### src/rtl/sched_pkg.sv
// Shared types for the step scheduler: FSM states, program entry layout and
// the per-speed period table built at elaboration time.
package sched_pkg;

  typedef enum logic [1:0] {S_IDLE, S_RUN, S_PAUSE} state_e;

  typedef struct packed {
    logic [3:0] speed;
    logic       dir;
    logic [3:0] count;
  } entry_t;

  typedef logic [15:0][31:0] ptab_t;

  function automatic int unsigned period_of(int unsigned one_sec, int unsigned speed);
    return (speed == 0) ? 0 : one_sec / speed;
  endfunction

  // Constant table indexed by speed; speed 0 maps to 0 and is never timed.
  function automatic ptab_t period_tab(int unsigned one_sec);
    ptab_t t;
    t = '0;
    for (int s = 1; s < 16; s++) t[s] = period_of(one_sec, s);
    return t;
  endfunction

endpackage

### src/rtl/trig_debounce.sv
// Manual button path: 2-flop synchronizer, stability counter and a registered
// one-cycle pulse on each accepted rising edge of the debounced level.
module trig_debounce #(
  parameter int unsigned DEBOUNCE = 240000
) (
  input  logic clk,
  input  logic rst_i,
  input  logic trig_i,
  output logic rise_o
);
  localparam int CW = (DEBOUNCE > 1) ? $clog2(DEBOUNCE) : 1;

  logic          s1_q, s2_q, lvl_q, lvl_dly_q, rise_q;
  logic [CW-1:0] cnt_q;

  always_ff @(posedge clk) begin
    if (rst_i) begin
      s1_q      <= 1'b0;
      s2_q      <= 1'b0;
      lvl_q     <= 1'b0;
      lvl_dly_q <= 1'b0;
      rise_q    <= 1'b0;
      cnt_q     <= '0;
    end else begin
      s1_q <= trig_i;
      s2_q <= s1_q;
      // Level flips on the DEBOUNCE-th consecutive sample that differs from it.
      if (s2_q == lvl_q) begin
        cnt_q <= '0;
      end else if (cnt_q == CW'(DEBOUNCE - 1)) begin
        lvl_q <= s2_q;
        cnt_q <= '0;
      end else begin
        cnt_q <= cnt_q + 1'b1;
      end
      lvl_dly_q <= lvl_q;
      rise_q    <= lvl_q & ~lvl_dly_q;
    end
  end

  assign rise_o = rise_q;

endmodule

### src/rtl/step_scheduler.sv
// Program sequencer for the light-pattern machine: runs a small table of
// {speed, dir, count} segments, or passes debounced manual steps in IDLE.
module step_scheduler
  import sched_pkg::*;
#(
  parameter  int unsigned ONE_SECOND = 12000000,
  parameter  int unsigned DEBOUNCE   = 240000,
  parameter  int unsigned ENTRIES    = 4,
  localparam int          IW         = (ENTRIES > 1) ? $clog2(ENTRIES) : 1
) (
  input  logic          clk,
  input  logic          CR,
  input  logic          mode,
  input  logic          start,
  input  logic          pause,
  input  logic          abort,
  input  logic          loop,
  input  logic          trigger,
  input  logic          man_dir,
  input  logic          cfg_we,
  input  logic [IW-1:0] cfg_addr,
  input  logic [3:0]    cfg_speed,
  input  logic          cfg_dir,
  input  logic [3:0]    cfg_count,
  output logic          step,
  output logic          dir,
  output logic          busy,
  output logic          paused,
  output logic [IW-1:0] idx,
  output logic          done
);
  localparam int    TW   = (ONE_SECOND > 1) ? $clog2(ONE_SECOND) : 1;
  localparam ptab_t PTAB = period_tab(ONE_SECOND);

  state_e        state_q;
  logic [IW-1:0] idx_q;
  logic [TW-1:0] timer_q, last_q;
  logic [3:0]    rem_q;
  logic          stepped_q, step_q, done_q, dir_q;
  entry_t        tbl_q [ENTRIES];

  logic          man_rise, wr_ok, start_ok, at_last;
  entry_t        cfg_e, ld_e;
  logic [IW-1:0] ld_idx;
  logic [TW-1:0] ld_last;
  logic [3:0]    ld_rem;

  trig_debounce #(.DEBOUNCE(DEBOUNCE)) u_deb (
    .clk    (clk),
    .rst_i  (CR),
    .trig_i (trigger),
    .rise_o (man_rise)
  );

  always_comb begin
    cfg_e    = {cfg_speed, cfg_dir, cfg_count};
    wr_ok    = cfg_we && (state_q == S_IDLE);
    start_ok = (state_q == S_IDLE) && start && !mode && !abort && !pause;
    at_last  = (idx_q == IW'(ENTRIES - 1));
    ld_idx   = (start_ok || at_last) ? '0 : idx_q + 1'b1;
    ld_e     = tbl_q[ld_idx];
    // A write landing with an accepted start is forwarded to the first load.
    if (wr_ok && (cfg_addr == ld_idx)) ld_e = cfg_e;
    ld_last  = TW'(PTAB[ld_e.speed] - 1);
    ld_rem   = (ld_e.speed == 4'd0) ? 4'd0 : ld_e.count;
  end

  always_ff @(posedge clk) begin
    if (CR) begin
      for (int i = 0; i < int'(ENTRIES); i++) tbl_q[i] <= '0;
    end else if (wr_ok) begin
      tbl_q[cfg_addr] <= cfg_e;
    end
  end

  always_ff @(posedge clk) begin
    if (CR) begin
      state_q   <= S_IDLE;
      idx_q     <= '0;
      timer_q   <= '0;
      last_q    <= '0;
      rem_q     <= '0;
      stepped_q <= 1'b0;
      step_q    <= 1'b0;
      done_q    <= 1'b0;
      dir_q     <= 1'b0;
    end else begin
      step_q <= 1'b0;
      done_q <= 1'b0;
      case (state_q)
        S_IDLE: begin
          if (start_ok) begin
            state_q   <= S_RUN;
            idx_q     <= ld_idx;
            timer_q   <= '0;
            last_q    <= ld_last;
            rem_q     <= ld_rem;
            dir_q     <= ld_e.dir;
            stepped_q <= 1'b0;
          end else begin
            dir_q <= man_dir;
            if (mode && man_rise) step_q <= 1'b1;
          end
        end
        default: begin
          if (abort) begin
            state_q <= S_IDLE;
          end else if (state_q == S_RUN && pause) begin
            state_q <= S_PAUSE;
          end else if (state_q == S_RUN || pause) begin
            // The resume edge also counts as a running cycle.
            state_q <= S_RUN;
            if (rem_q == 4'd0) begin
              if (!at_last || (loop && stepped_q)) begin
                idx_q   <= ld_idx;
                timer_q <= '0;
                last_q  <= ld_last;
                rem_q   <= ld_rem;
                dir_q   <= ld_e.dir;
                if (at_last) stepped_q <= 1'b0;
              end else begin
                done_q  <= 1'b1;
                state_q <= S_IDLE;
              end
            end else if (timer_q == last_q) begin
              step_q    <= 1'b1;
              timer_q   <= '0;
              rem_q     <= rem_q - 1'b1;
              stepped_q <= 1'b1;
            end else begin
              timer_q <= timer_q + 1'b1;
            end
          end
        end
      endcase
    end
  end

  assign step   = step_q;
  assign done   = done_q;
  assign dir    = dir_q;
  assign idx    = idx_q;
  assign busy   = (state_q != S_IDLE);
  assign paused = (state_q == S_PAUSE);

endmodule

### config.mk
export PLATFORM = sky130hd
export DESIGN_NAME = step_scheduler
export DESIGN_NICKNAME = d
export VERILOG_FILES = /design/src/rtl/sched_pkg.sv /design/src/rtl/trig_debounce.sv /design/src/rtl/step_scheduler.sv
export SDC_FILE = /design/constraint.sdc
export NUM_CORES = 1
export LEC_CHECK = 0
export ABC_CLOCK_PERIOD_IN_PS = 10800
export CORE_UTILIZATION = 65
export CTS_BUF_LIST = sky130_fd_sc_hd__clkbuf_4 sky130_fd_sc_hd__clkbuf_8 sky130_fd_sc_hd__clkbuf_16
export DETAILED_ROUTE_END_ITERATION = 10
export PLACE_DENSITY = 0.95
export SYNTH_ARGS = -nofsm -noshare
export SYNTH_HDL_FRONTEND = slang
export SYNTH_SLANG_ARGS = --single-unit
### constraint.sdc
create_clock -name clk -period 10.8 [get_ports clk]
set_clock_uncertainty 0.2 [all_clocks]
set_input_delay 3.24 -clock clk [delete_from_list [all_inputs] [get_ports clk]]
set_output_delay 3.24 -clock clk [all_outputs]
set_load 0.05 [all_outputs]
# --- After elaboration in Yosys (flattened, before gate mapping) ---
# Memory sizes are Yosys's and may differ from the RTL's.
# Index checks and enable logic that the tools add are counted.
word_totals:
  ramBits: 36
  register_bits: 83
  latchBits: 0
  n_memories: 2
  wordCells: 149
  mem_bits_ro: 512
  output_inout_bits: 7
classes:
  multipliers: 0
  magnitude_cmp: 1
  n_addsub: 5
  eq_ne: 12
  n_reduce_logical: 35
  muxes: 74
  shifts: 0
  bitwise_logic: 5
  div_mod_pow: 0
memory_table:
  columns: ["name", "depth", "word_bits", "rd", "rd_clocked_by_memory_dff", "write_ports", "line", "rtl"]
  rows:
  - ["(no name shown)", 16, 32, 1, 0, 0, "step_scheduler.sv:64", "ld_last = TW'(PTAB[ld_e.speed] - 1);"]
  - ["tbl_q", 4, 9, 1, 0, 4, "step_scheduler.sv:40", "entry_t tbl_q [ENTRIES];"]
op_table:
  columns: ["cell", "count"]
  rows:
  - ["2-to-1 mux 24 bit", 16]
  - ["2-to-1 mux 4 bit", 9]
  - ["2-to-1 mux 1 bit", 33]
  - ["2-to-1 mux 2 bit", 14]
  - ["adder 24 x 1 -> 24 bit (second input constant)", 1]
  - ["== test 24 bit", 1]
  - ["subtractor 24 x 1 -> 24 bit (second input constant)", 1]
  - ["adder 18 x 1 -> 18 bit (second input constant)", 1]
  - ["== test 18 bit (second input constant)", 1]
  - ["2-to-1 mux 9 bit", 2]
  - ["AND reduction 6 bit", 2]
  - ["AND reduction 5 bit", 2]
  - ["logical AND 1 bit", 9]
  - ["OR reduction 9 bit", 1]
  - ["logical NOT 4 bit", 2]
  - ["nonzero test 2 bit", 4]
  - ["AND reduction 7 bit", 1]
  - ["OR reduction 6 bit", 1]
  - ["less-than comparator 4 x 5 -> 1 bit (second input constant)", 1]
  - ["== test 2 bit (second input constant)", 2]
  - ["logical NOT 1 bit", 4]
  - ["inequality test 2 bit (second input constant)", 2]
  - ["inverter 1 bit", 4]
  - ["AND reduction 2 bit", 2]
  - ["14 further kinds", 16]

# --- Longest topological paths before layout ---
logic_depth:
  ltp_word: 19
  mapped_depth: 18

# --- Hierarchy ---
# Synthesis repeated with hierarchy kept, for this count alone.
hier_totals:
  hier_cells: 734
  area_unflattened_um2: 6715.2
by_module_without_submodules:
  columns: ["module", "area_per_inst_um2", "cells_each", "n_inst", "seq_area_each_um2"]
  rows:
  - ["step_scheduler", 5741.8, 626, 1, 2282.2]
  - ["trig_debounce", 973.4, 108, 1, 460.4]

# --- Worst setup path before layout ---
# OpenSTA, ideal clock, no wires.
synth_path:
  path_type: "in2reg"
  startpoint: "input abort"
  endpoint: "register last_q[22]"
  setup_time_ns: 0.091
  setup_slack_ns: 3.893
  arrival_time_ns: 6.616
  required_time_ns: 10.509
  path_stages: 17
  path_cell_list: "buf_2 -> nor4b_4 -> o22a_1 -> o221a_4 -> buf_6 -> nor3_1 -> a21o_1 -> inv_1 -> ha_1 -> nor2_1 -> a21boi_0 -> o221ai_2 -> a211oi_4 -> and3_1 -> buf_4 -> nand4_1 -> a311oi_1"
synth_via:
  elab_chain_len: 17
  elab_cells_between_ends: 22
synth_lines:
  columns: ["element", "line", "rtl"]
  rows:
  - ["start: declaration", "step_scheduler.sv:16", "input logic abort,"]
  - ["parallel branches: the longest is 17 deep, another holds memory read (16 x 32 bit)", null, null]
  - ["end signal: assignment", "step_scheduler.sv:96", "last_q <= ld_last;"]
  - ["end signal: assignment", "step_scheduler.sv:117", "last_q <= ld_last;"]
  - ["end: declaration", "step_scheduler.sv:37", "logic [TW-1:0] timer_q, last_q;"]
# Several ways; the timed one is not identified. The select of a mux whose other input is x is not followed.
# A chain may end at the register's enable or synchronous reset.

# --- Final worst setup path ---
layout_path:
  startpoint: "input pause"
  endpoint: "register last_q[12]"
layout_via:
  elab_chain_len: 16
  elab_cells_between_ends: 24
layout_lines:
  columns: ["element", "line", "rtl"]
  rows:
  - ["start: declaration", "step_scheduler.sv:15", "input logic pause,"]
  - ["parallel branches: the longest is 16 deep, another holds memory read (16 x 32 bit)", null, null]
# Several ways; the timed one is not identified. The select of a mux whose other input is x is not followed.

==> results_dict.tcl <==
set metrics [dict create \
    yosysTopAreaCell "dfxtp_1" \
    critPathLaunchType "input pin" \
    fp.coreArea_um2 10300 \
    ys_dominant_reg_cell "dfxtp_1" \
    root_buffer "clkbuf_8" \
    cts_buffer_depth 2 \
    ys_seq_elements 119 \
    grt_pass1_wl_um 27800 \
    synth_area_leaders "dfxtp_1 (24%), edfxtp_1 (16%), nor2_1 (5.4%)" \
    first_iter_violations 770 \
    grt_pass1_vias 5725 \
    worst_pin_slew_ns 1.15 \
    nFillCells 698 \
    r2r_setup_slack_ns 4.98 \
    finalSetupTns_ns 0 \
    grt_max_degree 53 \
    fp.dieW_um 105 \
    crit_type "in2reg" \
    htree_levels 4 \
    wl_per_cell_um 18.5 \
    gp_congestion 0.999 \
    fin_ws_ns 2.90 \
    p_per_area_nw_per_um2 158 \
    drc_errors 0 \
    critPathBufInv 2 \
    ys_seq_area_share_pct 39.8 \
    drtPass1Iterations 6 \
    synthArstFlopShare_pct 0 \
    place_area_um2 7170 \
    fin_nets 825 \
    cts_inserted_buffers 17 \
    drive_gt1_share_pct 8.70 \
    netlist.area_leader.share_pct 24.1 \
    antennaDiodeCount 0 \
    ys.warnings.count 0 \
    power.total_mw 1.23 \
    die_h_um 105 \
    tritoncts "yes" \
    syn_to_final_growth_pct 13.1 \
    fmax_mhz 127 \
    p_leak_nw 2.72 \
    vias_per_cell 6.44 \
    final_common_cell "nor2_1" \
    synth_edf_count 36 \
    status "completed" \
    syn-num-nets 816 \
    ir_drop_v 0.000143 \
    syn_avg_cell_area_um2 8.80 \
    grt_remaining_overflow 0 \
    hpwlAfterDp_um 12200 \
    synth_cell_type_count 84 \
    utilization_pct 75.5 \
    clk_latency_ns 0.52 \
    max_slew_margin_pct 22.8 \
    cp_max_fo 14 \
    worst_ep_required_time_ns 11.02 \
    hold_violations 0 \
    slew_viol_final 0 \
    fin_cells 941 \
    crit_arrival_ns 8.13 \
    path_cells "clkdlybuf4s50_1, nor4b_4, a21oi_1, a22oi_1, a21o_1, inv_1, ha_1, nor2_1, a21boi_0, o221ai_2, a211oi_4, and3_1, nand2_1, a311oi_1" \
    multi_input_area_um2 3870 \
    io_pins 28 \
    start_util_pct 66.8 \
    rsz0062_at_grt "no" \
    seqCellArea_um2 2740 \
    final_cell_mix "nor2_1 (99), dfxtp_1 (83), nand2_1 (61)" \
    netlist_instances 783 \
    critPathTopFamily "compound AO/OA/AOI/OAI gates" \
    cts_resized 0 \
    rows 37 \
    hp-class "reg2reg" \
    placed_cells 909 \
    setup_viol 0 \
    timing.hold.ws_ns 0.183 \
    antenna_found_initial 0 \
    ant_nets 0 \
    fin_area_um2 7800 \
    port-buffer-count 27 \
    cts.sinks 119 \
    finalCritPeriodShare_pct 73.2 \
    crit_path_end_kind "flop" \
    hold_buffers 0 \
    cpPeakStageDelay_ns 0.68 \
    dp_slack_ns 2.57 \
    clk_pin_slew_ns 0.06 \
    finalCriticalPeriod_ns 7.90 \
    dieArea_um2 11000 \
    vias 6062 \
    drv_cap 0 \
    routed_wl_um 17400 \
    gr-usage-all-layers_pct 32.2 \
    synth_area_um2 6890 \
    slowest_stage "a22oi_1" \
    postCtsSetupRepairBufs 0 \
]
worst reg2reg max path: stages, from the launching register on:
cell      delay, ns
dfxtp_1        0.72
ha_1           0.89
nand2b_1       0.28
o22a_1         0.22
o221ai_2       0.15
nand2_1        0.49
a21o_1         0.38
inv_1          0.14
ha_1           0.31
nor2_1         0.18
a21boi_0       0.35
o221ai_2       0.19
a211oi_4       0.38
and3_1         0.36
nand2_1        0.16
a311oi_1       0.30
per-layer routing:
metal | global-route usage, % | routed length, um
met1 | 39.8 | 7170
met2 | 53.2 | 8390
met3 | 6.92 | 1310
met4 | 16.2 | 517
met5 | 0 | 0
registers in the layout, summed over array words and instances (netlist names), 2 cells and up:
| name | flops |
|---|---|
| u_deb.cnt_q | 18 |
| tbl_q | 36 |
| last_q | 24 |
| idx | 2 |
| timer_q | 24 |
| rem_q | 4 |
| state_q | 2 |
synth_stat cells (3+ instances only):
master     count
a211oi_1      14
a21oi_1       36
a221oi_1       3
a22oi_1        8
a311oi_1       4
a31oi_1        6
a32oi_1        3
and2_1        38
and3_1         5
and4_1         3
buf_2          6
buf_6          3
clkbuf_1      27
dfxtp_1       83
edfxtp_1      36
ha_1          12
inv_1         24
mux2i_1       13
nand2_1       61
nand2b_1       8
nand3_1       35
nand3b_1       3
nand4_1       14
nand4b_1       3
nor2_1        99
nor2b_1        8
nor3_1        20
nor4_1         9
o2111ai_1      8
o211ai_1       8
o21ai_0       32
o22ai_1        6
or2_2          4
or3_1         12
xnor2_1       37
xor2_1        27
kinds of logic after synthesis:
family                   after synthesis  share of synthesized area, %
AND/OR/NAND/NOR                      337                          25.2
adder cells (fa/ha/maj)               12                          2.18
XOR/XNOR                              64                          8.13
buffers and inverters                 67                          4.21
flip-flops                           119                          39.8
AO/OA/AOI/OAI                        171                          18.6
multiplexers                          13                          1.89
power by group:
part           switching [mW]  total [mW]  internal, mW
combinational           0.110       0.169        0.0590
sequential            0.00552       0.476         0.471
clock                   0.193       0.586         0.393
total                   0.309        1.23         0.923
worst paths after layout:
path / start / endpoint / cells after the start
hold reg to reg: u_deb.lvl_dly_q / u_deb.rise_o / 1
setup / recovery: pause / last_q[12] / 14
hold / removal: u_deb.lvl_dly_q / u_deb.rise_o / 1
setup reg to reg: idx[0] / last_q[12] / 15
final cells by class:
type                    instances  area share [%]
clock buffers                  25            6.55
clock inverters                 7            1.46
inverters                      26            1.25
multi-input cells             597            49.6
flip-flops and latches        119            35.2
well taps                     136            2.18
repair buffers                 31            3.79
(Power assumes the default switching activity.)
